--- src/rtl/cmd_table_engine_if.sv ---
// Handshake and table-write bundle for cmd_table_engine.
// The master side drives commands and table writes. The slave side returns responses.
interface cmd_table_engine_if #(
    parameter int DATA_W = 32,
    parameter int DEPTH  = 16,
    parameter int CMD_W  = 8
);
    localparam int AW = $clog2(DEPTH);

    logic              wr_en;
    logic [AW-1:0]     wr_addr;
    logic [DATA_W-1:0] wr_data;
    logic              cmd_valid;
    logic              cmd_ready;
    logic [CMD_W-1:0]  cmd;
    logic [DATA_W-1:0] result;
    logic              result_valid;
    logic              result_ready;
    logic              err;
    logic              busy;

    modport master (
        output wr_en, wr_addr, wr_data, cmd_valid, cmd, result_ready,
        input  cmd_ready, result, result_valid, err, busy
    );

    modport slave (
        input  wr_en, wr_addr, wr_data, cmd_valid, cmd, result_ready,
        output cmd_ready, result, result_valid, err, busy
    );
endinterface

--- src/rtl/cmd_table_engine.sv ---
// Command engine built around a table and an accumulator.
// The engine executes READ, ACCUM and CLEAR commands and returns one response per accepted command.
//
// state     | meaning
// ----------|-------------------------------------------------------
// S_IDLE    | cmd_ready high; a NOP (cmd == 0) is consumed in place
// S_PROCESS | one cycle: table lookup, acc update, result capture
// S_DONE    | result_valid high; held until result_ready
module cmd_table_engine #(
    parameter int DATA_W = 32,
    parameter int DEPTH  = 16,
    parameter int CMD_W  = 8
) (
    input  logic               clk,
    input  logic               reset,
    cmd_table_engine_if.slave  bus
);
    localparam int AW = $clog2(DEPTH);
    localparam int IW = CMD_W - 2;

    localparam logic [1:0] S_IDLE    = 2'd0;
    localparam logic [1:0] S_PROCESS = 2'd1;
    localparam logic [1:0] S_DONE    = 2'd2;

    localparam logic [1:0] OP_READ  = 2'b00;
    localparam logic [1:0] OP_ACCUM = 2'b01;
    localparam logic [1:0] OP_CLEAR = 2'b10;

    logic [DATA_W-1:0] r_table [DEPTH];
    logic [1:0]        r_state;
    logic [CMD_W-1:0]  r_cmd;
    logic [DATA_W-1:0] r_acc;
    logic [DATA_W-1:0] r_result;
    logic              r_err;

    logic [1:0]        w_op;
    logic [IW-1:0]     w_idx;
    logic              w_idx_ok;
    logic              w_wr_ok;
    logic [DATA_W-1:0] w_entry;
    logic [DATA_W-1:0] w_sum;

    assign w_op  = r_cmd[CMD_W-1 -: 2];
    assign w_idx = r_cmd[IW-1:0];

    // Range checks exist only when the index field can address past the table.
    if ((1 << IW) == DEPTH) begin : g_idx_full
        assign w_idx_ok = 1'b1;
    end else begin : g_idx_part
        assign w_idx_ok = (w_idx < IW'(DEPTH));
    end

    if ((1 << AW) == DEPTH) begin : g_wr_full
        assign w_wr_ok = 1'b1;
    end else begin : g_wr_part
        assign w_wr_ok = (bus.wr_addr < AW'(DEPTH));
    end

    assign w_entry = w_idx_ok ? r_table[w_idx[AW-1:0]] : '0;
    assign w_sum   = r_acc + w_entry;

    // The table is not reset. A same-cycle write is not visible to the PROCESS lookup.
    always_ff @(posedge clk) begin
        if (bus.wr_en && w_wr_ok) begin
            r_table[bus.wr_addr] <= bus.wr_data;
        end
    end

    always_ff @(posedge clk or negedge reset) begin
        if (!reset) begin
            r_state  <= S_IDLE;
            r_cmd    <= '0;
            r_acc    <= '0;
            r_result <= '0;
            r_err    <= 1'b0;
        end else begin
            case (r_state)
                S_IDLE: begin
                    if (bus.cmd_valid && (bus.cmd != '0)) begin
                        r_cmd   <= bus.cmd;
                        r_state <= S_PROCESS;
                    end
                end
                S_PROCESS: begin
                    r_state <= S_DONE;
                    if (!w_idx_ok || (w_op == 2'b11)) begin
                        r_result <= '0;
                        r_err    <= 1'b1;
                    end else if (w_op == OP_READ) begin
                        r_result <= w_entry;
                        r_err    <= 1'b0;
                    end else if (w_op == OP_ACCUM) begin
                        r_acc    <= w_sum;
                        r_result <= w_sum;
                        r_err    <= 1'b0;
                    end else if (w_op == OP_CLEAR) begin
                        r_acc    <= '0;
                        r_result <= '0;
                        r_err    <= 1'b0;
                    end
                end
                S_DONE: begin
                    if (bus.result_ready) begin
                        r_state <= S_IDLE;
                    end
                end
                default: r_state <= S_IDLE;
            endcase
        end
    end

    assign bus.cmd_ready    = (r_state == S_IDLE);
    assign bus.result_valid = (r_state == S_DONE);
    assign bus.busy         = (r_state != S_IDLE);
    assign bus.result       = r_result;
    assign bus.err          = r_err;
endmodule

--- src/flat_wrapper.sv ---
// flat-port wrapper written by rule: the top's interface ports become plain ports
module cmd_table_engine_flat 
#(
    parameter int DATA_W = 32,
    parameter int DEPTH  = 16,
    parameter int CMD_W  = 8
)
  (clk, reset, bus_wr_en, bus_wr_addr, bus_wr_data, bus_cmd_valid, bus_cmd, bus_result_ready, bus_cmd_ready, bus_result, bus_result_valid, bus_err, bus_busy);
  cmd_table_engine_if #(.DATA_W(DATA_W), .DEPTH(DEPTH), .CMD_W(CMD_W)) bus_i ();
  input  logic clk;
  input  logic reset;
  input wire logic [$bits(bus_i.wr_en)-1:0] bus_wr_en;
  input wire logic [$bits(bus_i.wr_addr)-1:0] bus_wr_addr;
  input wire logic [$bits(bus_i.wr_data)-1:0] bus_wr_data;
  input wire logic [$bits(bus_i.cmd_valid)-1:0] bus_cmd_valid;
  input wire logic [$bits(bus_i.cmd)-1:0] bus_cmd;
  input wire logic [$bits(bus_i.result_ready)-1:0] bus_result_ready;
  output wire logic [$bits(bus_i.cmd_ready)-1:0] bus_cmd_ready;
  output wire logic [$bits(bus_i.result)-1:0] bus_result;
  output wire logic [$bits(bus_i.result_valid)-1:0] bus_result_valid;
  output wire logic [$bits(bus_i.err)-1:0] bus_err;
  output wire logic [$bits(bus_i.busy)-1:0] bus_busy;
  assign bus_i.wr_en = bus_wr_en;
  assign bus_i.wr_addr = bus_wr_addr;
  assign bus_i.wr_data = bus_wr_data;
  assign bus_i.cmd_valid = bus_cmd_valid;
  assign bus_i.cmd = bus_cmd;
  assign bus_i.result_ready = bus_result_ready;
  assign bus_cmd_ready = bus_i.cmd_ready;
  assign bus_result = bus_i.result;
  assign bus_result_valid = bus_i.result_valid;
  assign bus_err = bus_i.err;
  assign bus_busy = bus_i.busy;
  cmd_table_engine #(.DATA_W(DATA_W), .DEPTH(DEPTH), .CMD_W(CMD_W)) u_core (.clk(clk), .reset(reset), .bus(bus_i));
endmodule
--- config.mk ---
export PLATFORM = sky130hd
export DESIGN_NAME = cmd_table_engine_flat
export DESIGN_NICKNAME = d
export VERILOG_FILES = /design/src/rtl/cmd_table_engine_if.sv /design/src/rtl/cmd_table_engine.sv /design/src/flat_wrapper.sv
export SDC_FILE = /design/constraint.sdc
export NUM_CORES = 1
export LEC_CHECK = 0
export CAP_MARGIN = 20
export CORE_UTILIZATION = 45
export CTS_BUF_LIST = sky130_fd_sc_hd__clkbuf_4 sky130_fd_sc_hd__clkbuf_8 sky130_fd_sc_hd__clkbuf_16
export CTS_CLUSTER_DIAMETER = 120
export DETAILED_ROUTE_END_ITERATION = 12
export HOLD_SLACK_MARGIN = 0.02
export PLACE_DENSITY_LB_ADDON = 0.1
export SYNTH_ARGS = -nofsm -noshare
export SYNTH_HDL_FRONTEND = slang
export SYNTH_SLANG_ARGS = --single-unit
--- constraint.sdc ---
create_clock -name clk -period 13.7 [get_ports clk]
set_input_delay 1.37 -clock clk [delete_from_list [all_inputs] [get_ports clk]]
set_output_delay 1.37 -clock clk [all_outputs]
set_load 0.005 [all_outputs]
[Word level (Yosys, flattened, before mapping)]
Memories as Yosys holds them, arrays and structs flattened.
Cells that the tools add are included.
Widths: inputs -> output; s select.
Storage, ports and cells
  register bits after elaboration: 75
  bits in writable memories: 512
  memories: 1
Cells by class
  $lt $le $gt $ge: 1
  bitwise gates (word level): 2
  eq/ne operators: 7
  reductions and logical operators: 13
  $add $sub $neg: 1
  multiplexer cells: 14
Memory list
  u_core.r_table: depth 16, width 32, read ports 1, clocked after Yosys merged registers in 0, wr ports 1, RTL line cmd_table_engine.sv:29  | logic [DATA_W-1:0] r_table [DEPTH];
Operator list (number)
  $mux 32: 5
  $add 32x32->32: 1
  $reduce_bool 8->1: 1
  $eq 2x2->1 const B: 3
  $lt 6x5->1 const B: 1
  $mux 1: 6
  $pmux 2 s3: 1
  $reduce_and 2->1: 3
  $eq 2x1->1 const B: 2
  $logic_not 2->1: 2
  $mux 2: 2
  $reduce_and 4->1: 1
  $reduce_bool 2->1: 2
  $reduce_bool 4->1: 1
  $ne 2x1->1 const B: 1
  $ne 2x2->1 const B: 1
  $not 1->1: 2
  $logic_and 1x1->1: 1
  $logic_not 1->1: 1
  $logic_or 1x1->1: 1

[Longest topological paths before layout]
Gate-level depths: netlist of the first run.
  word-level depth: 6
  depth in mapped cells: 22
  depth with buffers taken out: 17

[Worst setup path before layout of the first run]
No wires, ideal clock.
  path kind: reg-to-reg
  from: reg u_core.r_cmd[0]
  to: reg u_core.r_acc[30]
  stages on the path, launching flop included: 20
  slack: 8.498 ns
  arrival: 5.107 ns
  data required time: 13.604 ns
  cells stage by stage: dfrtp_1 > buf_6 > buf_6 > buf_6 > clkbuf_1 > buf_2 > mux4_2 > mux4_2 > and2_1 > ha_1 > a21oi_1 > o21ai_0 > a31oi_1 > a31oi_2 > o31ai_4 > a311oi_1 > a211oi_2 > o311ai_2 > xnor2_1 > o31ai_1
On the way
  cells in the longest elaborated chain, start to end: 5
Ends and longest elaborated chain
  start: declaration: RTL line cmd_table_engine.sv:31  | logic [CMD_W-1:0] r_cmd;
  start signal: assignment: RTL line cmd_table_engine.sv:80  | r_cmd <= bus.cmd;
  parallel branches: the longest is 5 deep, another holds $mem_v2 16x32
  end signal: assignment: RTL line cmd_table_engine.sv:93  | r_acc <= w_sum;
  end: declaration: RTL line cmd_table_engine.sv:32  | logic [DATA_W-1:0] r_acc;
Parallel ways; which one is timed is not known.
A chain may end at the register's enable or synchronous reset.

[Worst setup path after layout of the first run]
Same ends and word-level chain as after synthesis.

==> flow_summary.toml, run 1 <==
[routing]
vias = 12900
routedWlPerCell_um = 26.1
drt_wl_total_mm = 58.0
drc = 0
ant_nets = 0
dr.first_iter.drc_count = 1147
firstDrtPassIters = 5
avgViaCountPerCell = 5.79

[final_layout]
antennaDiodeCount = 0
fill_cells = 4335
area.growth.synth_to_final_pct = 15.1
drive_above_1_share_pct = 21.6
final_nets = 1556

[placement]
hpwl_mm = 31.9
gp_congestion = 0.850
port_buffers = 84

[global_routing]
antenna_found_initial = 5
grt.total_usage_pct = 21.3
grt_first_pass_wirelength_mm = 86.1
grt_pass1_vias = 13300
grt_overflow = 0
grt_max_degree = 76

[clocking]
cts_max_level = 2
root_buffer = "clkbuf_16"
cts_sinks = 587
cts_buffer_depth = 3
postCtsSetupRepairBufs = 0
cts_buffers = 61
cts_resized = 0
clkTransAtPathRegs_ns = 0.06
tritoncts = "done"
cts_hold_buf = 0
clock_latency_ns = 0.64

[sta]
timing.fmax_ghz = 0.163
fin_crit_ns = 6.14
rsz0062_at_grt = "false"
max_slew.worst_pin.slew_ns = 1.01
finalMaxSlewViolations = 0
hold_viol = 0
post-route-period-util_pct = 44.8
clock-skew-final_ns = 0.0217
tns_ns = 0
setup_viol = 0
slew_headroom_pct = 32.9

[logic_synthesis]
ys_async_sr_fraction_pct = 12.8
synth_ff_type = "edfxtp_1"
synth_simple_gate_area_share_pct = 4.35
synth_top_family_by_area = "multiplexers"
muxShareOfSynthArea_pct = 14.7
ys_ff_latch = 587
ys_types = 66
ys.warnings.count = 0
syn_area_per_cell_um2 = 18.0
post_synth_fa_ha_maj_area_fraction_pct = 1.76
synth_compound_area_share_pct = 5.95
synth_seq_area_share_pct = 70.3
syn-cell-area_mm2 = 0.0245
synth_edf_count = 512
synth-xor-area-share_pct = 1.20
synth.net_count = 1448
synth_cells = 1365

[min_path]
hold_path.class = "flop to flop"
hold_depth = 2

[floorplanning]
die_w_um = 235
start_util_pct = 45.6
dieHeight_um = 235
core_mm2 = 0.0538
die_area_mm2 = 0.0554
num_rows = 85
io_pins = 85

[setup_path]
crit_path_max_fanout = 45
path_class = "flop to flop"
reg2regPathDepth = 15
cp-start-kind = "flop"
critPathRequiredTime_ns = 14.23
worst_setup_path_end_kind = "flop"
cp.arrival_ns = 6.68

[run]
cap_viol_max_count = 0

[power_and_ir_drop]
p_leak_nw = 9.59
irDropWorstVdd_mv = 0.105
finalPower_w = 0.00561
p_per_area_mw_per_mm2 = 198

[outcome]
outcome = "complete, no violations"
-- layer usage --
| metal | global-route usage (%) | wire length [um] |
|---|---|---|
| met2 | 34.2 | 28100 |
| met1 | 30.3 | 25600 |
| met3 | 3.45 | 3090 |
| met5 | 0 | 9 |
| met4 | 5.90 | 1200 |
-- layout make-up --
cell class / count / area [um^2] / area share (%)
inverter: 26 / 97.6 / 0.346
clock buffer: 74 / 1620 / 5.75
multi-input combinational: 682 / 6980 / 24.7
timing repair buffer: 115 / 1090 / 3.86
tap: 696 / 871 / 3.08
sequential: 587 / 17300 / 61.1
clock inverter: 40 / 320 / 1.13
-- flip-flops by register name, summed over array words and instances, names as in the netlist --
signal	cells
u_core.r_cmd	8
u_core.r_state	2
u_core.r_table	512
u_core.bus.err	1
u_core.bus.result	32
u_core.r_acc	32
-- metrics by stage --
step / util [%] / cells / worst slack (ns) / instance area [um^2] / hold WS, ns
2_1_floorplan: - / 1365 / 8.50 / 24500 / 0.455
3_3_place_gp: 48.8 / 2105 / 7.53 / 26300 / 0.464
3_5_place_dp: 48.8 / 2105 / 7.39 / 26300 / 0.473
4_1_cts: 52.4 / 2219 / 7.34 / 28200 / 0.486
5_1_grt: 52.5 / 2220 / 7.01 / 28200 / 0.511
6_report: 52.5 / 2220 / 7.56 / 28200 / 0.479
-- logic make-up (layout without fill, tap and decap cells) --
group / count (synthesis) / in the layout
DFF: 587 / 587
and+or+nand+nor: 227 / 227
AOI/OAI and AO/OA: 213 / 213
muxes: 176 / 176
buffers and inverters: 96 / 255
adders and majority gates: 34 / 34
xor gates and xnor gates: 32 / 32
-- cells in the mapped netlist, types with 7 or more instances --
library cell / number / area (um^2)
and3_1: 9 / 56.3
xor2_1: 11 / 96.3
and2_1: 26 / 163
o21ai_0: 60 / 300
inv_1: 24 / 90.1
nand2b_1: 9 / 56.3
dfrtp_1: 75 / 1880
a32oi_1: 15 / 131
a31oi_1: 10 / 62.6
nor3_1: 9 / 45.0
clkbuf_1: 49 / 184
edfxtp_1: 512 / 15400
nor2_1: 33 / 124
mux4_2: 145 / 3270
ha_1: 33 / 413
o21ai_1: 12 / 60.1
a21oi_1: 30 / 150
nand2_1: 101 / 379
xnor2_1: 20 / 175
mux2i_1: 18 / 180
buf_2: 12 / 60.1
a21o_1: 30 / 225
o31ai_1: 7 / 52.6
mux2_2: 12 / 135
nand3_1: 16 / 80.1
a22oi_1: 8 / 60.1
-- power breakdown --
part	leakage [nW]	switching [W]	internal [W]
sequential	5.64	0.000101	0.00207
combinational	2.99	0.00101	0.000825
clock	0.966	0.000695	0.000903
-- critical path, stage by stage, from the launching register on --
cell      delay [ns]
dfrtp_4         0.69
buf_4           0.73
buf_4           0.73
mux4_2          0.58
mux4_2          0.53
and2_1          0.19
ha_1            0.34
and3_1          0.24
nand3_1         0.11
nor2_1          0.29
nand3_1         0.18
a311oi_1        0.49
a211oi_2        0.19
o311ai_2        0.33
xnor2_1         0.13
o31ai_1         0.24
-- placed cells by master (no fill, tap or decap), types with 18 or more instances in the layout --
master           count
clkdlybuf4s50_1     83
ha_1                33
a21oi_1             30
nor2_1              20
and2_1              26
dfrtp_1             71
mux2i_1             18
clkbuf_16           61
a21o_1              30
o21ai_0             60
buf_4               31
xnor2_1             20
edfxtp_1           512
nand2_1            101
inv_1               24
mux4_2             145
-- path summary, 6_finish.rpt --
check                                            startpoint                          endpoint  slack [ns]
setup / recovery                u_core.r_cmd[0]$_DFFE_PN0P_      u_core.r_acc[30]$_DFFE_PN0P_        7.56
hold / removal             u_core.bus.result[8]$_DFFE_PN0P_  u_core.bus.result[8]$_DFFE_PN0P_        0.48
setup reg to reg                u_core.r_cmd[0]$_DFFE_PN0P_      u_core.r_acc[30]$_DFFE_PN0P_        7.56
hold reg to reg            u_core.bus.result[8]$_DFFE_PN0P_  u_core.bus.result[8]$_DFFE_PN0P_        0.48
max in group asynchronous                             reset      u_core.r_acc[23]$_DFFE_PN0P_       12.52
min in group asynchronous                             reset       u_core.r_cmd[0]$_DFFE_PN0P_        0.58
No activity file was read; power rests on OpenSTA's default activity.
==> run 2: changes to the inputs <==
- clock period: 13.7 -> 5.9 ns (I/O delays scaled with it)
==> run 2 against run 1 <==
Final cell count increased by 0.41%. Register-to-register slack got worse by 6.9 ns. Count of clock-buffer cells in the layout is 8 higher. Hold slack got worse by 0.12 ns. Non-clock buffer count grew 12. Clock power rose by 130%. Worst setup slack worse by 6.9 ns. Die area stayed put. Total power is 130% higher. Fmax up 17%. Sequential share of layout area down 0.38 points. Core utilization rose by 0.33 points. Critical endpoint unchanged.
==> flow_summary.toml, run 2 (same netlist as run 1, synthesis figures left out) <==
[global_routing]
grt_first_pass_wirelength_mm = 87.7
antenna_found_initial = 4
grt_overflow = 0
grt_pass1_vias = 13400
grt_max_degree = 76
grt.total_usage_pct = 21.6

[routing]
routedWlPerCell_um = 26.3
vias = 12900
top_layer = "met5"
drc = 0
wl_met3_mm = 3.11
wl_met1_mm = 26.8
ant_nets = 0
drt_wl_total_mm = 58.6
dr_wl_met2_mm = 27.5
dr.first_iter.drc_count = 1110
firstDrtPassIters = 5
avgViaCountPerCell = 5.81

[placement]
place_area_mm2 = 0.0264
hpwl_mm = 34.4
port_buffers = 84
dp.cells = 2116
gp_congestion = 0.840

[final_layout]
largest_register_ffs = 512
area.growth.synth_to_final_pct = 15.9
fill_cells = 4261
layout_commonest_cell = "edfxtp_1"
final_nets = 1567
post-route-util_pct = 52.8
drive_above_1_share_pct = 22.1
top_register = "u_core.r_table"
fin_cells = 2229
stdcell_area_mm2 = 0.0284
final_cell_mix = "edfxtp_1 (512), mux4_2 (145), nand2_1 (101), clkdlybuf4s50_1 (83), dfrtp_1 (71)"

[floorplanning]
num_rows = 85
core_mm2 = 0.0538
io_pins = 85
dieHeight_um = 235
die_w_um = 235
die_area_mm2 = 0.0554
start_util_pct = 45.6

[clocking]
clkTransAtPathRegs_ns = 0.06
cts_buffers = 60
cts_max_level = 2
tritoncts = "done"
cts_buffer_depth = 3
root_buffer = "clkbuf_16"
clock_latency_ns = 0.62
cts_sinks = 587

[sta]
tns_ns = 0
fin_crit_ns = 5.26
rsz0062_at_grt = "false"
hold_viol = 0
clock-skew-final_ns = 0.0170
post-route-period-util_pct = 89.2
max_slew.worst_pin.slew_ns = 1.11
finalMaxSlewViolations = 0
slew_headroom_pct = 26.0
setup_viol = 0
timing.fmax_ghz = 0.190
holdWs_ns = 0.360

[setup_path]
worst_setup_path_end_kind = "flop"
cp_slowest_cell = "a211oi_2"
critPathRequiredTime_ns = 6.42
cp.arrival_ns = 5.78
crit_top_cell = "mux4_2"
path_class = "flop to flop"
cp-start-kind = "flop"
crit_chain = "buf_4, mux4_2, mux4_2, and2_1, ha_1, a21oi_1, o21ai_0, a31oi_1, a31oi_2, o21ai_1, a311oi_1, a211oi_2, o311ai_2, xnor2_1, o31ai_1"
timing.critical_path.buf_inv = 1
cp_top_family = "compound AO/OA/AOI/OAI gates"
crit_path_max_fanout = 9
cp_slowest_stage_delay_ns = 0.57

[run]
cap_viol_max_count = 0

[min_path]
hold_path.class = "input port to asynchronous set/reset pin"

[power_and_ir_drop]
irDropWorstVdd_mv = 0.243
p_per_area_mw_per_mm2 = 463
p_leak_nw = 9.69

[outcome]
outcome = "complete, no violations"
==> run 2: final cells by class <==
| class | count | area [um^2] | share of cell area (%) |
|---|---|---|---|
| Clock buffer | 82 | 1760 | 6.18 |
| Clock inverter | 27 | 206 | 0.726 |
| Sequential cell | 587 | 17300 | 60.7 |
| Antenna cell | 2 | 5.00 | 0.0176 |
| Timing Repair Buffer | 127 | 1250 | 4.38 |
| Tap cell | 696 | 871 | 3.06 |
| Multi-Input combinational cell | 682 | 6980 | 24.6 |
| Inverter | 26 | 97.6 | 0.343 |
==> run 2: metal layers <==
layer  track usage (%)  up-vias
met1              31.9     6802
met3              3.28       75
met4              6.02        2
met2              33.6      343
li1                  -     5721
met5                 0        -
==> run 2: power breakdown <==
part | internal (W) | switching, W | total, W
Sequential | 0.00481 | 0.000286 | 0.00510
Combinational | 0.00198 | 0.00232 | 0.00430
Clock | 0.00220 | 0.00154 | 0.00374
==> run 2: stage by stage <==
step	worst slack [ns]	total power, W
2_1_floorplan	0.698	0.00806
3_3_place_gp	0.738	0.00949
3_5_place_dp	0.593	0.00952
4_1_cts	0.605	0.0133
5_1_grt	0.265	0.0138
6_report	0.637	0.0131
==> run 2: worst register-to-register path: stages, from the launching register on <==
cell      delay (ns)
dfrtp_4         0.53
buf_4           0.23
mux4_2          0.52
mux4_2          0.54
and2_1          0.23
ha_1            0.33
a21oi_1         0.14
o21ai_0         0.15
a31oi_1         0.52
a31oi_2         0.22
o21ai_1         0.36
a311oi_1        0.22
a211oi_2        0.57
o311ai_2        0.20
xnor2_1         0.17
o31ai_1         0.23
==> run 2: final timing paths <==
check,startpoint,depth (start not counted),slack (ns),end
setup / recovery,u_core.r_cmd[0]$_DFFE_PN0P_,15,0.64,u_core.r_acc[30]$_DFFE_PN0P_
hold / removal,reset,2,0.36,u_core.bus.result[5]$_DFFE_PN0P_
setup reg to reg,u_core.r_cmd[0]$_DFFE_PN0P_,15,0.64,u_core.r_acc[30]$_DFFE_PN0P_
hold reg to reg,u_core.bus.result[0]$_DFFE_PN0P_,2,0.48,u_core.bus.result[0]$_DFFE_PN0P_
max in group asynchronous,reset,3,4.91,u_core.r_cmd[0]$_DFFE_PN0P_
min in group clk,u_core.bus.result[0]$_DFFE_PN0P_,2,0.48,u_core.bus.result[0]$_DFFE_PN0P_
==> run 2: timing repair <==
| item | 4_1_cts | 5_1_grt |
|---|---|---|
| hold endpoints to repair | 0 | 11 |
| gates resized for setup | 0 | 0 |
| setup buffers | 0 | 0 |
| hold buffers | 0 | 1 |
==> run 3: changes to the inputs <==
- ABC_CLOCK_PERIOD_IN_PS: default -> 5900
- GPL_TIMING_DRIVEN: default -> 1
==> results of run 3 <==
Same layout as run 2: the final DEF is identical, and so are final timing and power.
